===== config.mk =====
export PLATFORM = sky130hd
export DESIGN_NAME = clint_dbus_responder
export DESIGN_NICKNAME = d
export VERILOG_FILES = /design/src/rtl/clint_dbus_responder.sv
export SDC_FILE = /design/constraint.sdc
export NUM_CORES = 1
export LEC_CHECK = 0
export CAP_MARGIN = 30
export CORE_ASPECT_RATIO = 1.25
export CORE_MARGIN = 2
export CORE_UTILIZATION = 40
export DETAILED_ROUTE_END_ITERATION = 10
export HOLD_SLACK_MARGIN = 0.03
export PLACE_DENSITY_LB_ADDON = 0.2
export SLEW_MARGIN = 25
export SYNTH_ARGS = -nofsm -noshare
export SYNTH_HDL_FRONTEND = slang
export SYNTH_SLANG_ARGS = --single-unit
export TNS_END_PERCENT = 50

===== constraint.sdc =====
create_clock -name clk -period 4.8 [get_ports clk]
set_clock_uncertainty 0.05 [all_clocks]
set_input_delay 1.2 -clock clk [delete_from_list [all_inputs] [get_ports clk]]
set_output_delay 1.2 -clock clk [all_outputs]
set_load 0.02 [all_outputs]

===== src/rtl/clint_dbus_responder.sv =====
// -----------------------------------------------------------------------------
// clint_dbus_responder
//
// Core-local interruptor (CLINT) on the responder side of the data-bus
// request/response protocol. It serves loads and stores to msip, mtimecmp and
// mtime inside a 64 KiB window at BASE_ADDR. It also drives the core's timer
// interrupt (trint) and software interrupt (swint).
//
// Parameters:
//   BASE_ADDR : base address of the 64 KiB CLINT window
//   LATENCY   : cycles from the accept cycle to data_ok (1..15)
//   TICK_DIV  : mtime advances once every TICK_DIV clk cycles (1..65535)
//
// Ports:
//   clk      : clock
//   reset    : synchronous, active-high reset
//   dbg_halt : (only with CLINT_DEBUG_FREEZE_EN) freezes the divider and mtime
//   dreq     : bus request  {valid, addr, size, strobe, data}
//   dresp    : bus response {addr_ok, data_ok, data}
//   trint    : timer interrupt pending (mtime >= mtimecmp)
//   swint    : software interrupt pending (msip[0])
//
// Optional feature macro: CLINT_DEBUG_FREEZE_EN
//   When defined, the dbg_halt input is added. While dbg_halt is high, the tick
//   divider and mtime hold their values. Bus writes to mtime still take effect.
// -----------------------------------------------------------------------------

package clint_dbus_pkg;
  typedef logic [2:0] msize_t;

  typedef struct packed {
    logic        valid;
    logic [63:0] addr;
    msize_t      size;
    logic [7:0]  strobe;
    logic [63:0] data;
  } dbus_req_t;

  typedef struct packed {
    logic        addr_ok;
    logic        data_ok;
    logic [63:0] data;
  } dbus_resp_t;
endpackage

module clint_dbus_responder
  import clint_dbus_pkg::*;
#(
  parameter logic [63:0] BASE_ADDR = 64'h0000_0000_0200_0000,
  parameter int unsigned LATENCY   = 1,
  parameter int unsigned TICK_DIV  = 1
) (
  input  logic       clk,
  input  logic       reset,
`ifdef CLINT_DEBUG_FREEZE_EN
  input  logic       dbg_halt,
`endif
  input  dbus_req_t  dreq,
  output dbus_resp_t dresp,
  output logic       trint,
  output logic       swint
);

  localparam logic [1:0] IDLE = 2'd0;
  localparam logic [1:0] WAIT = 2'd1;
  localparam logic [1:0] RESP = 2'd2;

  // Register word indices (byte offset >> 3) inside the window.
  localparam logic [12:0] WORD_MSIP     = 13'h0000;  // 0x0000
  localparam logic [12:0] WORD_MTIMECMP = 13'h0800;  // 0x4000
  localparam logic [12:0] WORD_MTIME    = 13'h17FF;  // 0xBFF8

  logic [1:0]  state_reg, state_next;
  logic [3:0]  cnt_reg, cnt_next;
  logic        accept;

  logic [63:0] addr_reg;
  logic [7:0]  strobe_reg;
  logic [63:0] wdata_reg;

  logic        msip_reg, msip_next;
  logic [63:0] mtime_reg, mtime_next;
  logic [63:0] mtimecmp_reg, mtimecmp_next;
  logic [15:0] div_reg, div_next;
  logic        trint_reg, swint_reg;
  logic [63:0] rdata_hold_reg;

  // ---------------------------------------------------------------------------
  // Request FSM
  // ---------------------------------------------------------------------------
  always_comb begin
    state_next = state_reg;
    cnt_next   = cnt_reg;
    accept     = 1'b0;
    case (state_reg)
      IDLE: begin
        if (dreq.valid) begin
          accept     = 1'b1;
          cnt_next   = 4'(LATENCY - 1);
          state_next = (LATENCY > 1) ? WAIT : RESP;
        end
      end
      WAIT: begin
        // The counter reaches zero on this edge, so RESP lands exactly
        // LATENCY cycles after the accept cycle.
        cnt_next = cnt_reg - 4'd1;
        if (cnt_reg == 4'd1) begin
          state_next = RESP;
        end
      end
      RESP: begin
        state_next = IDLE;
      end
      default: begin
        state_next = IDLE;
      end
    endcase
  end

  // ---------------------------------------------------------------------------
  // Address decode on the latched request
  // ---------------------------------------------------------------------------
  logic [63:0] off;
  logic        in_window;
  logic [12:0] word;
  logic        sel_msip, sel_mtimecmp, sel_mtime;
  logic        is_resp, do_write;
  logic [63:0] read_val;

  // Addresses below BASE_ADDR wrap to a huge offset, so they fail the window
  // test as well.
  assign off          = addr_reg - BASE_ADDR;
  assign in_window    = (off[63:16] == 48'd0);
  assign word         = off[15:3];
  assign sel_msip     = in_window && (word == WORD_MSIP);
  assign sel_mtimecmp = in_window && (word == WORD_MTIMECMP);
  assign sel_mtime    = in_window && (word == WORD_MTIME);

  assign is_resp  = (state_reg == RESP);
  assign do_write = is_resp && (strobe_reg != 8'd0);

  always_comb begin
    read_val = 64'd0;
    if (sel_msip) begin
      read_val = {63'd0, msip_reg};
    end else if (sel_mtimecmp) begin
      read_val = mtimecmp_reg;
    end else if (sel_mtime) begin
      read_val = mtime_reg;
    end
  end

  // ---------------------------------------------------------------------------
  // Byte-lane write merge (lanes follow the full 64-bit bus)
  // ---------------------------------------------------------------------------
  logic [63:0] wmask;

  generate
    for (genvar gi = 0; gi < 8; gi++) begin : g_wmask
      assign wmask[8*gi +: 8] = {8{strobe_reg[gi]}};
    end
  endgenerate

  logic [63:0] merged_mtime, merged_mtimecmp;
  assign merged_mtime    = (mtime_reg    & ~wmask) | (wdata_reg & wmask);
  assign merged_mtimecmp = (mtimecmp_reg & ~wmask) | (wdata_reg & wmask);

  // ---------------------------------------------------------------------------
  // Timebase
  // ---------------------------------------------------------------------------
  logic halt;
  logic tick;

`ifdef CLINT_DEBUG_FREEZE_EN
  assign halt = dbg_halt;
`else
  assign halt = 1'b0;
`endif

  assign tick = !halt && (div_reg == 16'(TICK_DIV - 1));

  always_comb begin
    div_next = div_reg;
    if (!halt) begin
      div_next = tick ? 16'd0 : div_reg + 16'd1;
    end
  end

  // A bus write to mtime overrides a coincident tick. The divider keeps running.
  always_comb begin
    mtime_next = mtime_reg;
    if (do_write && sel_mtime) begin
      mtime_next = merged_mtime;
    end else if (tick) begin
      mtime_next = mtime_reg + 64'd1;
    end
  end

  always_comb begin
    mtimecmp_next = mtimecmp_reg;
    if (do_write && sel_mtimecmp) begin
      mtimecmp_next = merged_mtimecmp;
    end
  end

  always_comb begin
    msip_next = msip_reg;
    if (do_write && sel_msip && strobe_reg[0]) begin
      msip_next = wdata_reg[0];
    end
  end

  // ---------------------------------------------------------------------------
  // State registers
  // ---------------------------------------------------------------------------
  always_ff @(posedge clk) begin
    if (reset) begin
      state_reg      <= IDLE;
      cnt_reg        <= 4'd0;
      addr_reg       <= 64'd0;
      strobe_reg     <= 8'd0;
      wdata_reg      <= 64'd0;
      msip_reg       <= 1'b0;
      mtime_reg      <= 64'd0;
      mtimecmp_reg   <= 64'hFFFF_FFFF_FFFF_FFFF;
      div_reg        <= 16'd0;
      trint_reg      <= 1'b0;
      swint_reg      <= 1'b0;
      rdata_hold_reg <= 64'd0;
    end else begin
      state_reg <= state_next;
      cnt_reg   <= cnt_next;
      if (accept) begin
        addr_reg   <= dreq.addr;
        strobe_reg <= dreq.strobe;
        wdata_reg  <= dreq.data;
      end
      msip_reg     <= msip_next;
      mtime_reg    <= mtime_next;
      mtimecmp_reg <= mtimecmp_next;
      div_reg      <= div_next;
      // Compare on the next-state values so the interrupt lines move on the
      // same edge as the registers that drive them.
      trint_reg    <= (mtime_next >= mtimecmp_next);
      swint_reg    <= msip_next;
      if (is_resp) begin
        rdata_hold_reg <= read_val;
      end
    end
  end

  // ---------------------------------------------------------------------------
  // Outputs
  // ---------------------------------------------------------------------------
  // Response data is live during RESP. Otherwise the last response is held.
  assign dresp.addr_ok = accept;
  assign dresp.data_ok = is_resp;
  assign dresp.data    = is_resp ? read_val : rdata_hold_reg;
  assign trint         = trint_reg;
  assign swint         = swint_reg;

  // The transfer size is not needed because byte lanes come from the strobe,
  // and the word decode ignores the low offset bits.
  logic unused_bits;
  assign unused_bits = ^{dreq.size, off[2:0]};

endmodule


## Yosys cells after proc, flatten, opt, wreduce, memory -nomap -nowiden

Cells that the tools add are included.

- Flip-flop bits (word level): 352
- Word-level logic and storage cells: 60
- Output and inout port bits: 68

- Equality and inequality tests: 7
- Add/subtract/negate cells: 4
- Bitwise logic cells: 6
- Order comparisons: 1
- Mux-type cells: 14
- Reduce and logical (&&, ||, !) cells: 17

Operators with widths:

| cell | number |
|---|---|
| 64-bit two-way mux | 7 |
| 64-bit AND | 3 |
| 64-bit OR | 2 |
| 64-bit by 1-bit adder with 64-bit output (second input constant) | 1 |
| 64-bit greater-or-equal comparator | 1 |
| 64-bit inverter | 1 |
| 64-bit by 26-bit subtractor with 64-bit output (second input constant) | 1 |
| 48-bit zero test | 1 |
| 16-bit by 1-bit adder with 16-bit output (second input constant) | 1 |
| 16-bit zero test | 1 |
| 13-bit by 12-bit == test with 1-bit output (second input constant) | 1 |
| 13-bit == test (second input constant) | 1 |
| 13-bit zero test | 1 |
| 1-bit logical AND | 8 |
| 4-bit case mux with 2 select lines | 1 |
| 8-bit nonzero test | 1 |
| 4-bit by 1-bit == test with 1-bit output (second input constant) | 1 |
| 2-bit two-way mux | 2 |
| 4-bit two-way mux | 1 |
| 2-bit inequality test (second input constant) | 2 |
| 2-bit case mux with 2 select lines | 1 |
| 2-bit AND reduction | 2 |
| 4-bit by 1-bit subtractor with 4-bit output (second input constant) | 1 |
| 2-bit by 1-bit == test with 1-bit output (second input constant) | 1 |
| 5 further kinds | 6 |

## Longest topological paths before layout

Gate-level depths: netlist of run 1.

- Word-level depth: 7
- Depth in mapped cells: 24

## Least setup slack after synthesis of run 1

No wires, ideal clock.

- Path kind: register to register
- From: register addr_reg[28]
- To: register trint_reg, in the netlist trint
- Setup time: 0.123 ns
- Setup slack: -0.217 ns
- Cell stages (with the launch flop): 23
- Path buffers: 3
- Arrival: 4.844 ns
- Cells stage by stage: dfxtp_1 > or4_1 > buf_2 > nor4_1 > nand4b_1 > a21boi_1 > o211ai_1 > nor4_4 > nand2_1 > clkbuf_1 > clkbuf_1 > nand3_1 > nand3_1 > ha_1 > a21o_1 > a21o_1 > a21oi_1 > nor2b_1 > o21ai_0 > a21oi_1 > or4_1 > a31oi_1 > o21ai_0

- Longest elaborated chain between the ends: 6
- Elaborated cells between the ends (all ways): 9

RTL lines:

| what | RTL line | text |
|---|---|---|
| start: declaration | 77 | `logic [63:0] addr_reg;` |
| start signal: assignment | 234 | `addr_reg <= dreq.addr;` |
| 64-bit by 26-bit subtractor with 64-bit output | 132 | `assign off = addr_reg - BASE_ADDR;` |
| 48-bit zero test | 133 | `assign in_window = (off[63:16] == 48'd0);` |
| 1-bit logical AND | 137 | `assign sel_mtime = in_window && (word == WORD_MTIME);` |
| 1-bit logical AND | 192 | `if (do_write && sel_mtime) begin` |
| 64-bit two-way mux | 192 |  |
| via mtime_next[33] | 82 | `logic [63:0] mtime_reg, mtime_next;` |
| 64-bit greater-or-equal comparator | 244 | `trint_reg <= (mtime_next >= mtimecmp_next);` |
| end signal: assignment | 244 |  |
| end: declaration | 85 | `logic trint_reg, swint_reg;` |

The timed path passes the listed nets, and every way through them passes these cells.
A chain may end at the register's enable or synchronous reset.

==> impl_summary.md, run 1 <==
Global routing
The wire length of the first global-routing pass is around 100000 um. The number of global-route vias before repair is around 18000. Entering global routing, the biggest net connects 85 pins. After global routing the overflow that remains totals 0. The overall routing resource usage is 27.41%. The number of antenna violations at the first check in global routing is 0.

Placement
The wire-length estimate of the detail-placed layout is 46250 um. Routability-driven placement finished with a final weighted congestion of approximately 0.93. At the placement stage, the worst setup path has a slack of -0.5482 ns. Buffers placed on the I/O ports in this run total 203. The cell count after placement is roughly 3200.

Detailed routing
After detailed routing, the number of remaining DRC violations is 0. The wire length per cell after detailed routing is 19.56 um. The detailed-route via count is 18760. The routed via count divided by cell count is 5.710. The number of routed nets with antenna violations is 0.

Wires add up to 64260 um. The number of search-and-repair iterations in the first detailed-routing pass is 7. The detailed router finished its first iteration with between 1000 and 1500 violations.

Worst hold path
The startpoint of the most critical hold path is addr_reg[59]. The path with the worst hold slack has its endpoint at addr_reg[59]. The worst hold-check path type is reg2reg. The number of instances on the worst hold path is 2.

Synthesis
Sorting the synthesized cells by area gives the leading types as dfxtp_1 (39%), nand2_1 (9.0%), a21oi_1 (6.2%), ha_1 (4.8%), mux2i_1 (3.9%). In this run the biggest area consumer among cell types represents 38.69% of the synthesized area. The commonest cells after synthesis are nand2_1 (426), dfxtp_1 (344), a21oi_1 (220). Yosys mapped a number of flops with a built-in enable equal to 0. Among all flip-flop cells after synthesis, the most frequent one is dfxtp_1. After synthesis, flip-flops and latches occupy 38.69% of the total area. The cell area that synthesis handed to floorplanning was 17800 um2. The warning count from the yosys run is 0.

The largest total area in the synthesized netlist belongs to dfxtp_1. The number of standard cells after synthesis is 2264. Yosys instantiated no cell more often than nand2_1. The net count after synthesis is ~2500. The number of different library cells used by synthesis comes to 72. The number of register bits inferred by synthesis is ~340.

In the synthesized netlist the async set-or-reset flop fraction comes to 0%. The average size of a mapped cell is 7.861 um2.

Worst setup path
The worst setup path is launched from a flip-flop. For flop-to-flop paths, the worst setup slack is -0.22 ns. The nature of the critical path endpoint is a primary output. The capture point of the worst reg-to-reg path is trint. The data arrival time of the critical path is 3.82 ns.

For the worst setup path, the data required time is 3.55 ns. The start of the worst register-to-register path is addr_reg[35]. The cell count of the worst reg-to-reg path is 22.

The largest fanout of any net on the critical path is 21. The kind of critical path is reg2out.

Floorplan
The number of primary I/O pins is 210. The floorplan step defined a die boundary enclosing 46210 um2. The core region is 44010 um2. The number of placement rows is 86. Once the floorplan was initialized, standard cells occupied 40.44% of the core. The floorplan die height is 239.8 um. Measured along the x axis, the die boundary spans 192.7 um.

Run
The number of violations of the max-capacitance limit is 0.

Cells and area
The area added between synthesis and finish is 40.32%. Fill cells in the final layout number 4029. The count of placed standard cells in the final layout, fillers left out is between 3000 and 4000. The count of inserted antenna diode cells is 0.

The fraction of layout instances using a drive strength above 1 is 23.15%. The final-stage net count is about 2900.

STA
The relative max-transition margin is about 34%. Of the available clock period, the critical path in the final layout requires 105.6%. The final number of setup-violating endpoints is 56. Setup repair after global routing could not meet its margin everywhere. The final worst setup slack is -0.2696 ns. Adding up every negative setup slack in the final design gives -12.14 ns.

For the pin with the worst max-slew slack, the measured transition is between 0.9 and 1 ns. The smallest clock period supported by the final layout is computed as roughly 5.1 ns. The max-slew violation count is 0. The number of hold-slack violations in the final timing report is 0. The highest clock frequency the design can meet is 0.1973 GHz.

Clock tree
The H-tree was split into 2 levels. The clock edge transition at the registers on the reported setup and hold paths is approximately 0.060 ns. The tree built by TritonCTS fans out to about 340 sinks. For this design, the CTS-stage hold fixing added 0 buffers. The clock latency at the later pin of the worst-skew pair is 0.55 ns.

The CTS root buffer is clkbuf_16. The TritonCTS clock tree is done. The maximum root-to-sink buffer count is 3. TritonCTS created 39 clock buffers.

Power
The power per cell area is 273.5 nW/um2. IR analysis of the VDD net gives a maximum drop of 0.2898 mV. The total power consumption of the routed design is a little under 0.007 W. The leakage component of the power is 10.27 nW.

Status
The flow ran to the end, but the final reports show violations. The final reports fail on negative setup slack.
==> logic make-up after synthesis <==
kind of cell | share of synthesized area, %
AND/OR/NAND/NOR | 27.56
multiplexers | 4.070
XOR/XNOR | 0.7874
flip-flops | 38.69
AO/OA/AOI/OAI | 18.84
buffers and inverters | 5.272
adder cells (fa/ha/maj) | 4.780
==> worst max-delay path, cell delays in order (launching register included) <==
cell,delay [ns]
dfxtp_4,0.36
or4_4,0.59
nor4_4,0.25
buf_4,0.19
nand4b_1,0.12
a21boi_2,0.19
o211ai_1,0.13
buf_4,0.16
nor4_4,0.31
buf_12,0.16
buf_4,0.12
nand3_4,0.11
buf_12,0.20
o22ai_2,0.18
buf_6,0.15
==> stage by stage <==
step	util (%)	hold WS, ns	area [um2]
after floorplan	-	0.3860	17850
after global placement	50.84	0.3944	22380
after detailed placement	50.84	0.3988	22380
after CTS	56.00	0.4080	24640
after global routing	56.75	0.4213	24970
final	56.75	0.4068	24970
==> power by group <==
| group | switching, W | internal [W] |
|---|---|---|
| Clock | 0.00125 | 0.00182 |
| Sequential | 0.0000683 | 0.00292 |
| Combinational | 0.000415 | 0.000354 |
| Total | 0.00173 | 0.00510 |
==> area by class of cell <==
| cell class | count | area [um2] | area share [%] |
|---|---|---|---|
| inverters | 97 | 367.9 | 1.473 |
| clock inverters | 12 | 121.4 | 0.4860 |
| clock buffers | 57 | 1186 | 4.749 |
| multi-input cells | 1679 | 10980 | 43.96 |
| flip-flops and latches | 344 | 6897 | 27.62 |
| repair buffers | 524 | 4708 | 18.85 |
| well taps | 572 | 715.7 | 2.866 |
==> repair_timing <==
action / in CTS / in global routing
cloned: 1 / 0
hold endpoints to repair: 0 / 0
pin swaps: 48 / 16
setup buffers: 21 / 2
gates resized for setup: 506 / 70
endpoints found under the setup margin: 65 / 65
==> worst max-delay path by stage <==
stage	start	end	slack, ns	depth (start not counted)
final	addr_reg[35]	dresp[15]	-0.27	14
after global routing	addr_reg[35]	trint	-0.43	26
after CTS	addr_reg[31]	trint	-0.12	21
after detailed placement	addr_reg[28]	trint	-0.55	19
after global placement	addr_reg[28]	trint	-0.52	20
after floorplan	addr_reg[28]	trint	0.007	22
==> layer usage <==
layer	vias to the layer above	GRT usage [%]	wire [um]
li1	8987	-	-
met1	8996	33.47	26460
met2	622	47.52	31500
met3	151	3.692	3419
met4	0	12.40	2875
met5	-	0	0
==> layout by cell type, fill, tap and decap left out, types with 10 or more instances in the layout <==
master	instances
a211oi_1	15
a21o_1	25
a21oi_1	210
a22oi_1	66
a31oi_1	41
and2_1	74
and3_1	36
and4_1	16
buf_12	11
buf_4	304
buf_6	69
clkbuf_16	41
clkbuf_8	10
clkdlybuf4s50_1	138
dfxtp_1	338
ha_1	67
inv_1	91
mux2i_1	60
nand2_1	424
nand3_1	78
nand4_1	41
nor2_1	67
nor2b_1	15
nor3_1	63
nor4_1	27
o21ai_0	46
o22ai_2	53
o22ai_4	11
or3_1	16
or4_1	11
Power figures use the tool's default switching activity.
==> run 2, diff against run 1 <==
--- a/config.mk
+++ b/config.mk
@@ -10,6 +10,7 @@
 export CORE_MARGIN = 2
 export CORE_UTILIZATION = 40
 export DETAILED_ROUTE_END_ITERATION = 10
+export GPL_ROUTABILITY_DRIVEN = 0
 export HOLD_SLACK_MARGIN = 0.03
 export PLACE_DENSITY_LB_ADDON = 0.2
 export SLEW_MARGIN = 25
==> constraint.sdc (replaced) <==
create_clock -name clk -period 6.5 [get_ports clk]
set_clock_uncertainty 0.05 [all_clocks]
set_input_delay 1.625 -clock clk [delete_from_list [all_inputs] [get_ports clk]]
set_output_delay 1.625 -clock clk [all_outputs]
set_load 0.02 [all_outputs]
==> impl_summary.md, run 2 (same netlist as run 1, synthesis figures left out) <==
Status
The run finished with clean final reports.

Worst hold path
The worst hold-check path type is reg2reg.

Clock tree
The clock edge transition at the registers on the reported setup and hold paths is 0.05 ns. The clock drives 344 sinks. The number of H-tree levels is 2.

Buffers inserted during clock tree synthesis total 38. The TritonCTS clock tree is done. The clock latency at the later pin of the worst-skew pair is 0.57 ns. For this design, the CTS-stage hold fixing added 0 buffers.

The maximum root-to-sink buffer count is 3. The CTS root buffer is clkbuf_16.

Detailed routing
After detailed routing, the average wire length per cell comes to 19.91 um. After detailed routing, the number of remaining DRC violations is 0. After the first detailed-routing iteration, the DRC count stood at 1311. Wires add up to 59970 um. The number of search-and-repair iterations in the first detailed-routing pass is 5. The detailed-route via count is 17530. Dividing the detail-routed via count by the number of cells gives 5.820. The number of routed nets with antenna violations is 0.

STA
The sum of negative setup slack is 0 ns. The number of hold-slack violations in the final timing report is 0. The max-slew violation count is 0. Setup repair after global routing could not meet its margin everywhere. Of the available clock period, the critical path in the final layout requires about 97%. The highest clock frequency the design can meet is 0.1585 GHz.

The relative max-transition margin is 35.74%. The final number of setup-violating endpoints is 0. The smallest clock period supported by the final layout is computed as 6.308 ns. The slew at the pin with the worst max-slew slack is 0.9550 ns.

Worst setup path
The dominant cell type by count on the critical path is nor4_2. The worst setup path is captured at a primary output. At the worst endpoint, the arrival time is between 4 and 5 ns. The kind of critical path is reg2out.

Data on the critical path is required at its endpoint by 4.83 ns. The signal on the critical path passes through nor4_2 > nand3_1 > o31ai_1 > o21ai_0 > or2_2 > nor4_2 > nand2_2 > buf_4 > o22ai_1 > clkdlybuf4s50_1. In this run the worst path has a maximum fanout of 9. The internal reg-to-reg setup slack is 0.57 ns. For this design, the slowest cell found on the critical path is clkdlybuf4s50_1. The kind of start point of the critical path is a flip-flop.

The largest single stage delay on the critical path is 0.65 ns.

Cells and area
The area added between synthesis and finish is 22.22%. In the final layout, flip-flops and latches occupy 6888 um2. The count of filler cells inserted in the layout is 4218. The utilization after layout is 49.43%. In the layout the commonest cells are nand2_1 (425), dfxtp_1 (343), a21oi_1 (220). The multi-input combinational cell area is 10010 um2. The count of inserted antenna diode cells is 0. The final-stage net count is 2624. Leaving out fill and tap cells, the most frequent cell in the layout is nand2_1. Cells with a size suffix above 1 make up 6.393% of the layout.

Floorplan
The die is approximately 240 um tall. The area inside the core boundary is 44010 um2. Once the floorplan was initialized, standard cells occupied 40.44% of the core. The number of primary I/O pins is 210. The die covers 46210 um2. The die boundary width is approximately 190 um. The floorplan has 86 rows.

Global routing
The total overflow reported by the global router is 0. The wire length of the first global-routing pass is 94010 um. The layer flagged by global routing as most heavily used is met2. The met1 global-route usage is between 30 and 40%. The number of global-route vias before repair was 17330.

The overall routing resource usage is between 20% and 30%. The largest net degree at the start of global routing is 86. In the global route stage, met2 resource usage came out at 44.89%. For met3 alone, demand over resource in global routing was 4.527%. The number of antenna violations at the first check in global routing is 1.

Run
The number of violations of the max-capacitance limit is 0.

Power
The worst ir drop on vdd is 0.2212 mV. The leakage component of the power is 8.506 nW. For this design the ratio of total power to cell area is 226.5 nW/um2.

Placement
Summed over all nets, the half-perimeter wirelength after detailed placement is approximately 42000 um. The count of input and output buffers is 203.
run 2: cell count changes in the layout (fill, tap and decap cells not counted), moves of 10 or more:
cell and change:
buf_6 -68, o22ai_1 +63, clkdlybuf4s50_1 +62, buf_4 -254, o22ai_4 -11, a21oi_1 +10, o22ai_2 -52
run 2: critical path: cells and delay by family (launching register included):
| kind | cells | cell delay (ns) |
|---|---|---|
| flops | 1 | 0.33 |
| buf+inv | 2 | 0.95 |
| compound gates | 3 | 0.91 |
| simple gates | 5 | 1.90 |
run 2: area by class of cell:
cell class,count,area share [%]
multi-input combinational,1679,46.00
sequential,344,31.66
timing repair buffer,254,11.26
clock buffer,56,5.481
tap,572,3.290
inverter,97,1.691
clock inverter,10,0.6212
run 2: worst paths after layout:
check / to / startpoint / cells past startpoint
min reg2reg: addr_reg[18] / addr_reg[18] / 2
max reg2reg: trint / addr_reg[28] / 21
min: addr_reg[18] / addr_reg[18] / 2
max: dresp[12] / addr_reg[28] / 10
run 2: through the flow:
stage	worst slack [ns]	total power (W)	cells	area (um2)	hold slack, ns
2_1_floorplan	1.483	0.002477	2264	17800	0.3860
3_3_place_gp	0.5320	0.002663	2943	20400	0.3962
3_5_place_dp	0.5143	0.002672	2943	20400	0.3995
4_1_cts	0.02553	0.004973	3009	21730	0.4063
5_1_grt	-0.07317	0.005095	3012	21750	0.4284
6_report	0.1921	0.004927	3012	21750	0.4059
run 2: timing repair:
item	in CTS	in global routing
setup buffers	0	3
gates resized for setup	2	0
endpoints found under the setup margin	3	57
pin swaps	0	2
run 2: report_power, final:
| group | switching (W) | total (W) | internal (W) |
|---|---|---|---|
| logic | 0.000244 | 0.000414 | 0.000170 |
| clock network | 0.000907 | 0.00230 | 0.00139 |
| registers | 0.0000590 | 0.00222 | 0.00216 |
| total | 0.00121 | 0.00493 | 0.00372 |
run 2: routing by layer:
layer  wire [um]  vias to the layer above
met2       29310                      572
li1            -                     8436
met1       24790                     8384
met5          14                        -
met3        3559                      137
met4        2291                        2
